**src/rtl/prog_freq_div_if.sv**
```systemverilog
// Control/status bundle for prog_freq_div: run request, config load, divided outputs.
// PROG_FREQ_DIV_SYNC_EN adds the phase_sync request line.
interface prog_freq_div_if #(
    parameter int CNT_W = 16
);
    logic             en;
    logic             cfg_load;
    logic [CNT_W-1:0] div_val;
    logic [CNT_W-1:0] high_val;
    logic             clk_out;
    logic             tick;
    logic             running;
    logic             cfg_err;
`ifdef PROG_FREQ_DIV_SYNC_EN
    logic             phase_sync;

    modport master (
        output en, cfg_load, div_val, high_val, phase_sync,
        input  clk_out, tick, running, cfg_err
    );
    modport slave (
        input  en, cfg_load, div_val, high_val, phase_sync,
        output clk_out, tick, running, cfg_err
    );
`else
    modport master (
        output en, cfg_load, div_val, high_val,
        input  clk_out, tick, running, cfg_err
    );
    modport slave (
        input  en, cfg_load, div_val, high_val,
        output clk_out, tick, running, cfg_err
    );
`endif
endinterface

```
**src/rtl/prog_freq_div.sv**
```systemverilog
// Runtime-programmable divided clock / period tick with shadowed divide and high-time.
// Define PROG_FREQ_DIV_SYNC_EN to add the phase_sync input (counter realignment).
//
// state    | meaning
// ---------+-----------------------------------------------------------
// IDLE     | stopped, cnt held at 0, outputs low, config applies at once
// RUN      | counting periods, en held high
// STOPPING | en dropped, finishing the current period before IDLE
module prog_freq_div #(
    parameter int CNT_W        = 16,
    parameter int DEFAULT_DIV  = 100,
    parameter int DEFAULT_HIGH = 50
) (
    input  logic           clk,
    input  logic           reset,
    prog_freq_div_if.slave bus
);
    typedef enum logic [1:0] {
        IDLE     = 2'd0,
        RUN      = 2'd1,
        STOPPING = 2'd2
    } state_t;

    state_t           state, state_n;
    logic [CNT_W-1:0] cnt, cnt_n;
    logic [CNT_W-1:0] div_act, div_n;
    logic [CNT_W-1:0] high_act, high_n;
    logic [CNT_W-1:0] div_shd, div_shd_n;
    logic [CNT_W-1:0] high_shd, high_shd_n;
    logic             pend, pend_n;
    logic             clk_out_q, tick_q, running_q, cfg_err_q;
    logic             wrap, sync_req, load_ok, boundary, live_n;
    logic [CNT_W-1:0] high_clamp;

`ifdef PROG_FREQ_DIV_SYNC_EN
    assign sync_req = bus.phase_sync;
`else
    assign sync_req = 1'b0;
`endif

    assign wrap       = (cnt == div_act - CNT_W'(1));
    assign load_ok    = bus.cfg_load && (bus.div_val != '0);
    // High time is clamped against the divisor of the same load, so cnt < high_act is always well defined.
    assign high_clamp = (bus.high_val > bus.div_val) ? bus.div_val : bus.high_val;
    assign live_n     = (state_n != IDLE);

    always_ff @(posedge clk) begin
        if (reset) begin
            state    <= IDLE;
            cnt      <= '0;
            div_act  <= CNT_W'(DEFAULT_DIV);
            high_act <= CNT_W'(DEFAULT_HIGH);
            div_shd  <= CNT_W'(DEFAULT_DIV);
            high_shd <= CNT_W'(DEFAULT_HIGH);
            pend     <= 1'b0;
        end else begin
            state    <= state_n;
            cnt      <= cnt_n;
            div_act  <= div_n;
            high_act <= high_n;
            div_shd  <= div_shd_n;
            high_shd <= high_shd_n;
            pend     <= pend_n;
        end
    end

    always_comb begin
        state_n    = state;
        cnt_n      = cnt;
        div_n      = div_act;
        high_n     = high_act;
        div_shd_n  = div_shd;
        high_shd_n = high_shd;
        pend_n     = pend;
        boundary   = 1'b0;
        case (state)
            IDLE: begin
                cnt_n    = '0;
                boundary = 1'b1;
                if (bus.en) state_n = RUN;
            end
            RUN: begin
                cnt_n    = (wrap || sync_req) ? '0 : cnt + CNT_W'(1);
                boundary = wrap || sync_req;
                if (!bus.en) state_n = STOPPING;
            end
            STOPPING: begin
                cnt_n    = (wrap || sync_req) ? '0 : cnt + CNT_W'(1);
                boundary = wrap || sync_req;
                if (bus.en)    state_n = RUN;
                else if (wrap) state_n = IDLE;
            end
            default: begin
                state_n = IDLE;
                cnt_n   = '0;
            end
        endcase

        // Pending values take effect first, so a load on the boundary cycle waits for the next one.
        if (boundary && pend) begin
            div_n  = div_shd;
            high_n = high_shd;
            pend_n = 1'b0;
        end

        if (load_ok) begin
            div_shd_n  = bus.div_val;
            high_shd_n = high_clamp;
            if (state == IDLE) begin
                div_n  = bus.div_val;
                high_n = high_clamp;
                pend_n = 1'b0;
            end else begin
                pend_n = 1'b1;
            end
        end
    end

    // Outputs are registered from the next-state values so they line up with the cnt register.
    always_ff @(posedge clk) begin
        if (reset) begin
            clk_out_q <= 1'b0;
            tick_q    <= 1'b0;
            running_q <= 1'b0;
            cfg_err_q <= 1'b0;
        end else begin
            clk_out_q <= live_n && (cnt_n < high_n);
            tick_q    <= live_n && (cnt_n == '0);
            running_q <= live_n;
            cfg_err_q <= bus.cfg_load && (bus.div_val == '0);
        end
    end

    assign bus.clk_out = clk_out_q;
    assign bus.tick    = tick_q;
    assign bus.running = running_q;
    assign bus.cfg_err = cfg_err_q;
endmodule
```
**src/flat_wrapper.sv**
```systemverilog
// flat-port wrapper written by rule: the top's interface ports become plain ports
module prog_freq_div_flat 
#(
    parameter int CNT_W        = 16,
    parameter int DEFAULT_DIV  = 100,
    parameter int DEFAULT_HIGH = 50
)
  (clk, reset, bus_en, bus_cfg_load, bus_div_val, bus_high_val, bus_clk_out, bus_tick, bus_running, bus_cfg_err);
  prog_freq_div_if #(.CNT_W(CNT_W)) bus_i ();
  input  logic clk;
  input  logic reset;
  input wire logic [$bits(bus_i.en)-1:0] bus_en;
  input wire logic [$bits(bus_i.cfg_load)-1:0] bus_cfg_load;
  input wire logic [$bits(bus_i.div_val)-1:0] bus_div_val;
  input wire logic [$bits(bus_i.high_val)-1:0] bus_high_val;
  output wire logic [$bits(bus_i.clk_out)-1:0] bus_clk_out;
  output wire logic [$bits(bus_i.tick)-1:0] bus_tick;
  output wire logic [$bits(bus_i.running)-1:0] bus_running;
  output wire logic [$bits(bus_i.cfg_err)-1:0] bus_cfg_err;
  assign bus_i.en = bus_en;
  assign bus_i.cfg_load = bus_cfg_load;
  assign bus_i.div_val = bus_div_val;
  assign bus_i.high_val = bus_high_val;
  assign bus_clk_out = bus_i.clk_out;
  assign bus_tick = bus_i.tick;
  assign bus_running = bus_i.running;
  assign bus_cfg_err = bus_i.cfg_err;
  prog_freq_div #(.CNT_W(CNT_W), .DEFAULT_DIV(DEFAULT_DIV), .DEFAULT_HIGH(DEFAULT_HIGH)) u_core (.clk(clk), .reset(reset), .bus(bus_i));
endmodule
```
**config.mk**
```make
export PLATFORM = sky130hd
export DESIGN_NAME = prog_freq_div_flat
export DESIGN_NICKNAME = d
export VERILOG_FILES = /design/src/rtl/prog_freq_div_if.sv /design/src/rtl/prog_freq_div.sv /design/src/flat_wrapper.sv
export SDC_FILE = /design/constraint.sdc
export NUM_CORES = 1
export LEC_CHECK = 0
export ABC_AREA = 1
export ABC_CLOCK_PERIOD_IN_PS = 4500
export CORE_ASPECT_RATIO = 1.1
export CORE_MARGIN = 3
export CORE_UTILIZATION = 55
export DETAILED_ROUTE_END_ITERATION = 6
export PLACE_DENSITY = 0.76
export SLEW_MARGIN = 20
export SYNTH_ARGS = -nofsm -noshare
export SYNTH_HDL_FRONTEND = slang
export SYNTH_SLANG_ARGS = --single-unit
```
**constraint.sdc**
```tcl
create_clock -name clk -period 4.5 [get_ports clk]
set_clock_uncertainty 0.05 [all_clocks]
set_input_delay 0.9 -clock clk [delete_from_list [all_inputs] [get_ports clk]]
set_output_delay 0.9 -clock clk [all_outputs]
set_load 0.05 [all_outputs]
```
==> impl_results.html <==
<table>
<tr><th>Metric</th><th>Value</th></tr>
<tr><th colspan="2">Clock tree</th></tr>
<tr><td>Clk root buf</td><td>sky130_fd_sc_hd__clkbuf_8</td></tr>
<tr><td>Buffers from clock root to sink, at most</td><td>2</td></tr>
<tr><td>CTS-repair resized insts</td><td>0</td></tr>
<tr><td>Worst skew pair latency</td><td>370 ps</td></tr>
<tr><td>Number of clock sinks</td><td>87</td></tr>
<tr><td>TritonCTS clock tree</td><td>built</td></tr>
<tr><td>Level count of the clock H-tree</td><td>3</td></tr>
<tr><td>Number of clock buffers inserted by TritonCTS</td><td>9</td></tr>
<tr><td>Number of buffers inserted to repair setup after CTS</td><td>0</td></tr>
<tr><td>Number of buffers inserted for hold repair after clock tree synthesis</td><td>0</td></tr>
<tr><td>Clock Pin Slew Worst Setup and Hold Paths</td><td>around 80 ps</td></tr>
<tr><th colspan="2">STA</th></tr>
<tr><td>Minimum clock period</td><td>4020 ps</td></tr>
<tr><td>Achievable frequency</td><td>~250 MHz</td></tr>
<tr><td>Fin crit share</td><td>0.893</td></tr>
<tr><td>Worst Max-Slew Pin Slew</td><td>roughly 900 ps</td></tr>
<tr><td>RSZ-0062 raised after global routing</td><td>false</td></tr>
<tr><td>Max-slew violation count</td><td>0</td></tr>
<tr><td>Final worst hold slack</td><td>426 ps</td></tr>
<tr><td>Count of final hold-check violations</td><td>0</td></tr>
<tr><td>Max-slew headroom</td><td>0.407</td></tr>
<tr><td>Final Setup Violations</td><td>0</td></tr>
<tr><td>Final TNS setup</td><td>0 ps</td></tr>
<tr><th colspan="2">Die</th></tr>
<tr><td>Placeable core region</td><td>between 9000 and 10,000 um^2</td></tr>
<tr><td>Die boundary height</td><td>109 um</td></tr>
<tr><td>Horizontal die dimension</td><td>100 um</td></tr>
<tr><td>Boundary Pins</td><td>40</td></tr>
<tr><td>Floorplan die area</td><td>around 11,000 um^2</td></tr>
<tr><td>Starting Density</td><td>0.569</td></tr>
<tr><td>Total number of placement rows</td><td>37</td></tr>
<tr><th colspan="2">Pwr</th></tr>
<tr><td>PnR Total Power</td><td>2060 uW</td></tr>
<tr><td>Net Sw Power</td><td>roughly 670 uW</td></tr>
<tr><td>Combinational fraction of design power</td><td>0.273</td></tr>
<tr><td>Share of power burned in the clock network</td><td>0.301</td></tr>
<tr><td>Part of the power in registers</td><td>0.427</td></tr>
<tr><td>LEAKAGE</td><td>0.00289 uW</td></tr>
<tr><td>Total power divided by cell area</td><td>339 nW/um^2</td></tr>
<tr><td>Internal power</td><td>1390 uW</td></tr>
<tr><td>Largest voltage drop on the vdd net</td><td>0.220 mV</td></tr>
<tr><td>Switching part of the total power</td><td>0.326</td></tr>
<tr><th colspan="2">GRT</th></tr>
<tr><td>Number of global-route vias before repair</td><td>between 4k and 5k</td></tr>
<tr><td>Antenna violations before repair</td><td>0</td></tr>
<tr><td>Combined global-route utilization of all metal layers</td><td>0.271</td></tr>
<tr><td>Wire length of the first global-routing pass</td><td>23.2 mm</td></tr>
<tr><td>Pin count of the biggest net entering global routing</td><td>37</td></tr>
<tr><td>Overflow left after global routing</td><td>0</td></tr>
<tr><th colspan="2">Cells and area</th></tr>
<tr><td>Fin cells</td><td>930</td></tr>
<tr><td>Layout overhead on the synthesized area</td><td>13.6%</td></tr>
<tr><td>Commonest cells after routing, fill and taps aside</td><td>144 x sky130_fd_sc_hd__nand2_1, 98 x sky130_fd_sc_hd__inv_1, 87 x sky130_fd_sc_hd__dfxtp_1</td></tr>
<tr><td>Nets@finish</td><td>881</td></tr>
<tr><td>Most common library cell in the layout ignoring fill and taps</td><td>sky130_fd_sc_hd__nand2_1</td></tr>
<tr><td>Share of post-route cells with drive strength above 1</td><td>0.0812</td></tr>
<tr><td>Inserted Diodes</td><td>0</td></tr>
<tr><th colspan="2">Worst setup path</th></tr>
<tr><td>Category of the worst setup path launch point</td><td>flop</td></tr>
<tr><td>Biggest fanout along the worst timing path</td><td>22</td></tr>
<tr><td>Crit-path max cell delay</td><td>410 ps</td></tr>
<tr><td>Cell with the biggest individual delay on the critical path</td><td>sky130_fd_sc_hd__nand3_2</td></tr>
<tr><td>Arrival time at the worst endpoint</td><td>4280 ps</td></tr>
<tr><td>Crit-path most repeated cell</td><td>sky130_fd_sc_hd__nand2_1</td></tr>
<tr><td>Top Family by Delay on Critical Path</td><td>simple AND/OR/NAND/NOR gates</td></tr>
<tr><td>First element of the critical path</td><td>u_core.div_act[0]</td></tr>
<tr><td>Number of buffers and inverters on the critical path</td><td>2</td></tr>
<tr><td>Required @ worst endpoint</td><td>4760 ps</td></tr>
<tr><td>FF-to-FF Start</td><td>u_core.div_act[0]</td></tr>
<tr><td>Worst Setup End Kind</td><td>flop</td></tr>
<tr><td>Critical path type</td><td>reg -&gt; reg</td></tr>
<tr><th colspan="2">Place</th></tr>
<tr><td>Placed wire-length estimate</td><td>11.3 mm</td></tr>
<tr><td>Number of buffers added on ports</td><td>39</td></tr>
<tr><td>Cell Count Post-Placement</td><td>914</td></tr>
<tr><td>Placer's final routability congestion estimate</td><td>roughly 0.93</td></tr>
<tr><th colspan="2">Min path</th></tr>
<tr><td>Hold Crit Start</td><td>u_core.high_shd[5]</td></tr>
<tr><td>Class of the tightest hold or removal check</td><td>reg -&gt; reg</td></tr>
<tr><th colspan="2">Synth</th></tr>
<tr><td>Count of mapped cells out of synthesis</td><td>778</td></tr>
<tr><td>Area contributors post-synth</td><td>sky130_fd_sc_hd__dfxtp_1 33%, sky130_fd_sc_hd__nand2_1 10%, sky130_fd_sc_hd__ha_1 8.7%, sky130_fd_sc_hd__a21oi_1 7.4%, sky130_fd_sc_hd__inv_1 6.9%</td></tr>
<tr><td>Number of flops mapped to enable cells by yosys</td><td>0</td></tr>
<tr><td>Syn Area/Cell</td><td>6.87 um^2</td></tr>
<tr><td>Netlist cell types</td><td>41</td></tr>
<tr><td>Number of synthesized register bits</td><td>87</td></tr>
<tr><td>Top cell type's share of synthesized area</td><td>0.326</td></tr>
<tr><td>Fraction of registers with async set/reset</td><td>0</td></tr>
<tr><td>Main flop type after synthesis</td><td>sky130_fd_sc_hd__dfxtp_1</td></tr>
<tr><td>Post-synthesis net count</td><td>851</td></tr>
<tr><td>Sequential area share after synthesis</td><td>0.326</td></tr>
<tr><td>Cell area after synthesis</td><td>5350 um^2</td></tr>
<tr><td>Cell type contributing the most total cell area after synthesis</td><td>sky130_fd_sc_hd__dfxtp_1</td></tr>
<tr><td>Syn. warnings</td><td>0</td></tr>
<tr><th colspan="2">Drt</th></tr>
<tr><td>Mean routed wirelength per cell</td><td>15.7 um</td></tr>
<tr><td>Via Count</td><td>5,258</td></tr>
<tr><td>Detailed-route vias per instance</td><td>5.65</td></tr>
<tr><td>Number of routed nets with antenna violations</td><td>0</td></tr>
<tr><td>Routed Wire Length</td><td>14.6 mm</td></tr>
<tr><td>Drt first pass iters</td><td>5</td></tr>
<tr><td>DR iter-0 viols</td><td>342</td></tr>
<tr><td>DRC viols</td><td>0</td></tr>
<tr><th colspan="2">Run</th></tr>
<tr><td>Reported max-cap violation count</td><td>0</td></tr>
<tr><th colspan="2">Outcome</th></tr>
<tr><td>Outcome</td><td>completed</td></tr>
</table>
[cell usage after synthesis (4+ instances only)]
cell type,instances
sky130_fd_sc_hd__a21oi_1,79
sky130_fd_sc_hd__clkbuf_1,28
sky130_fd_sc_hd__dfxtp_1,87
sky130_fd_sc_hd__ha_1,37
sky130_fd_sc_hd__inv_1,98
sky130_fd_sc_hd__inv_2,4
sky130_fd_sc_hd__nand2_1,144
sky130_fd_sc_hd__nand2_2,12
sky130_fd_sc_hd__nand3_1,33
sky130_fd_sc_hd__nand3_2,5
sky130_fd_sc_hd__nand3b_1,5
sky130_fd_sc_hd__nand4_1,8
sky130_fd_sc_hd__nor2_1,66
sky130_fd_sc_hd__nor2_2,7
sky130_fd_sc_hd__nor3_1,9
sky130_fd_sc_hd__nor4_1,7
sky130_fd_sc_hd__o211ai_1,7
sky130_fd_sc_hd__o21a_1,8
sky130_fd_sc_hd__o21ai_0,70
sky130_fd_sc_hd__o21ai_1,22
sky130_fd_sc_hd__xnor2_1,9
sky130_fd_sc_hd__xor2_1,11
[power groups by stage]
| stage | combinational, uW | sequential (uW) | clock, uW |
|---|---|---|---|
| floorplan | 385 | 897 | 0 |
| global placement | 541 | 893 | 0 |
| detailed placement | 554 | 895 | 0 |
| CTS | 558 | 877 | 624 |
| global route | 633 | 885 | 658 |
| finish | 562 | 879 | 619 |
[registers in the layout (all words and copies together) (netlist names)]
register and flops:
u_core.bus.running 1, u_core.bus.tick 1, u_core.state 2, u_core.high_act 16, u_core.bus.clk_out 1, u_core.div_shd 16, u_core.div_act 16, u_core.high_shd 16
u_core.cnt 16, u_core.bus.cfg_err 1, u_core.pend 1
[path summary, 6_finish.rpt]
| kind | cells after the start | slack, ps | to |
|---|---|---|---|
| max | 25 | 480 | u_core.bus.clk_out |
| min | 2 | 430 | u_core.high_shd[5] |
| max reg2reg | 25 | 480 | u_core.bus.clk_out |
| min reg2reg | 2 | 430 | u_core.high_shd[5] |
[logic make-up (layout without fill, tap and decap cells)]
logic type	Yosys count	count (layout)	share of synthesized area
xor+xnor	20	20	0.0328
flops	87	87	0.326
fa+ha+maj	37	37	0.0866
compound gates	192	192	0.190
buf+inv	134	169	0.0962
simple gates	308	308	0.269
[worst min-delay path, delay by kind of cell, from the launching register on]
kind | cells | cell delay, ps
DFF | 1 | 330
and+or+nand+nor | 1 | 60
AOI/OAI and AO/OA | 1 | 60
[stage by stage]
stage | setup slack, ps | area (um^2) | utilization
after floorplan | 1090 | 5350 | -
after global placement | 358 | 5850 | 0.623
after detailed placement | 249 | 5850 | 0.623
after CTS | 512 | 6070 | 0.646
after global routing | 71.4 | 6070 | 0.646
final | 482 | 6070 | 0.646
[layer usage]
metal,up-vias,track usage,part of all wire
li1,2621,-,-
met1,2413,0.348,0.44
met2,184,0.447,0.47
met3,40,0.0362,0.056
met4,0,0.136,0.037
met5,-,0,0
[layout make-up]
class                           count  area (um^2)
Fill cell                         855         3320
Multi-Input combinational cell    557         3090
Sequential cell                    87         1740
Timing Repair Buffer               50          480
Inverter                          103          389
Clock buffer                       13          159
Tap cell                          117          146
Clock inverter                      3         65.1
No activity file was read; power rests on OpenSTA's default activity.
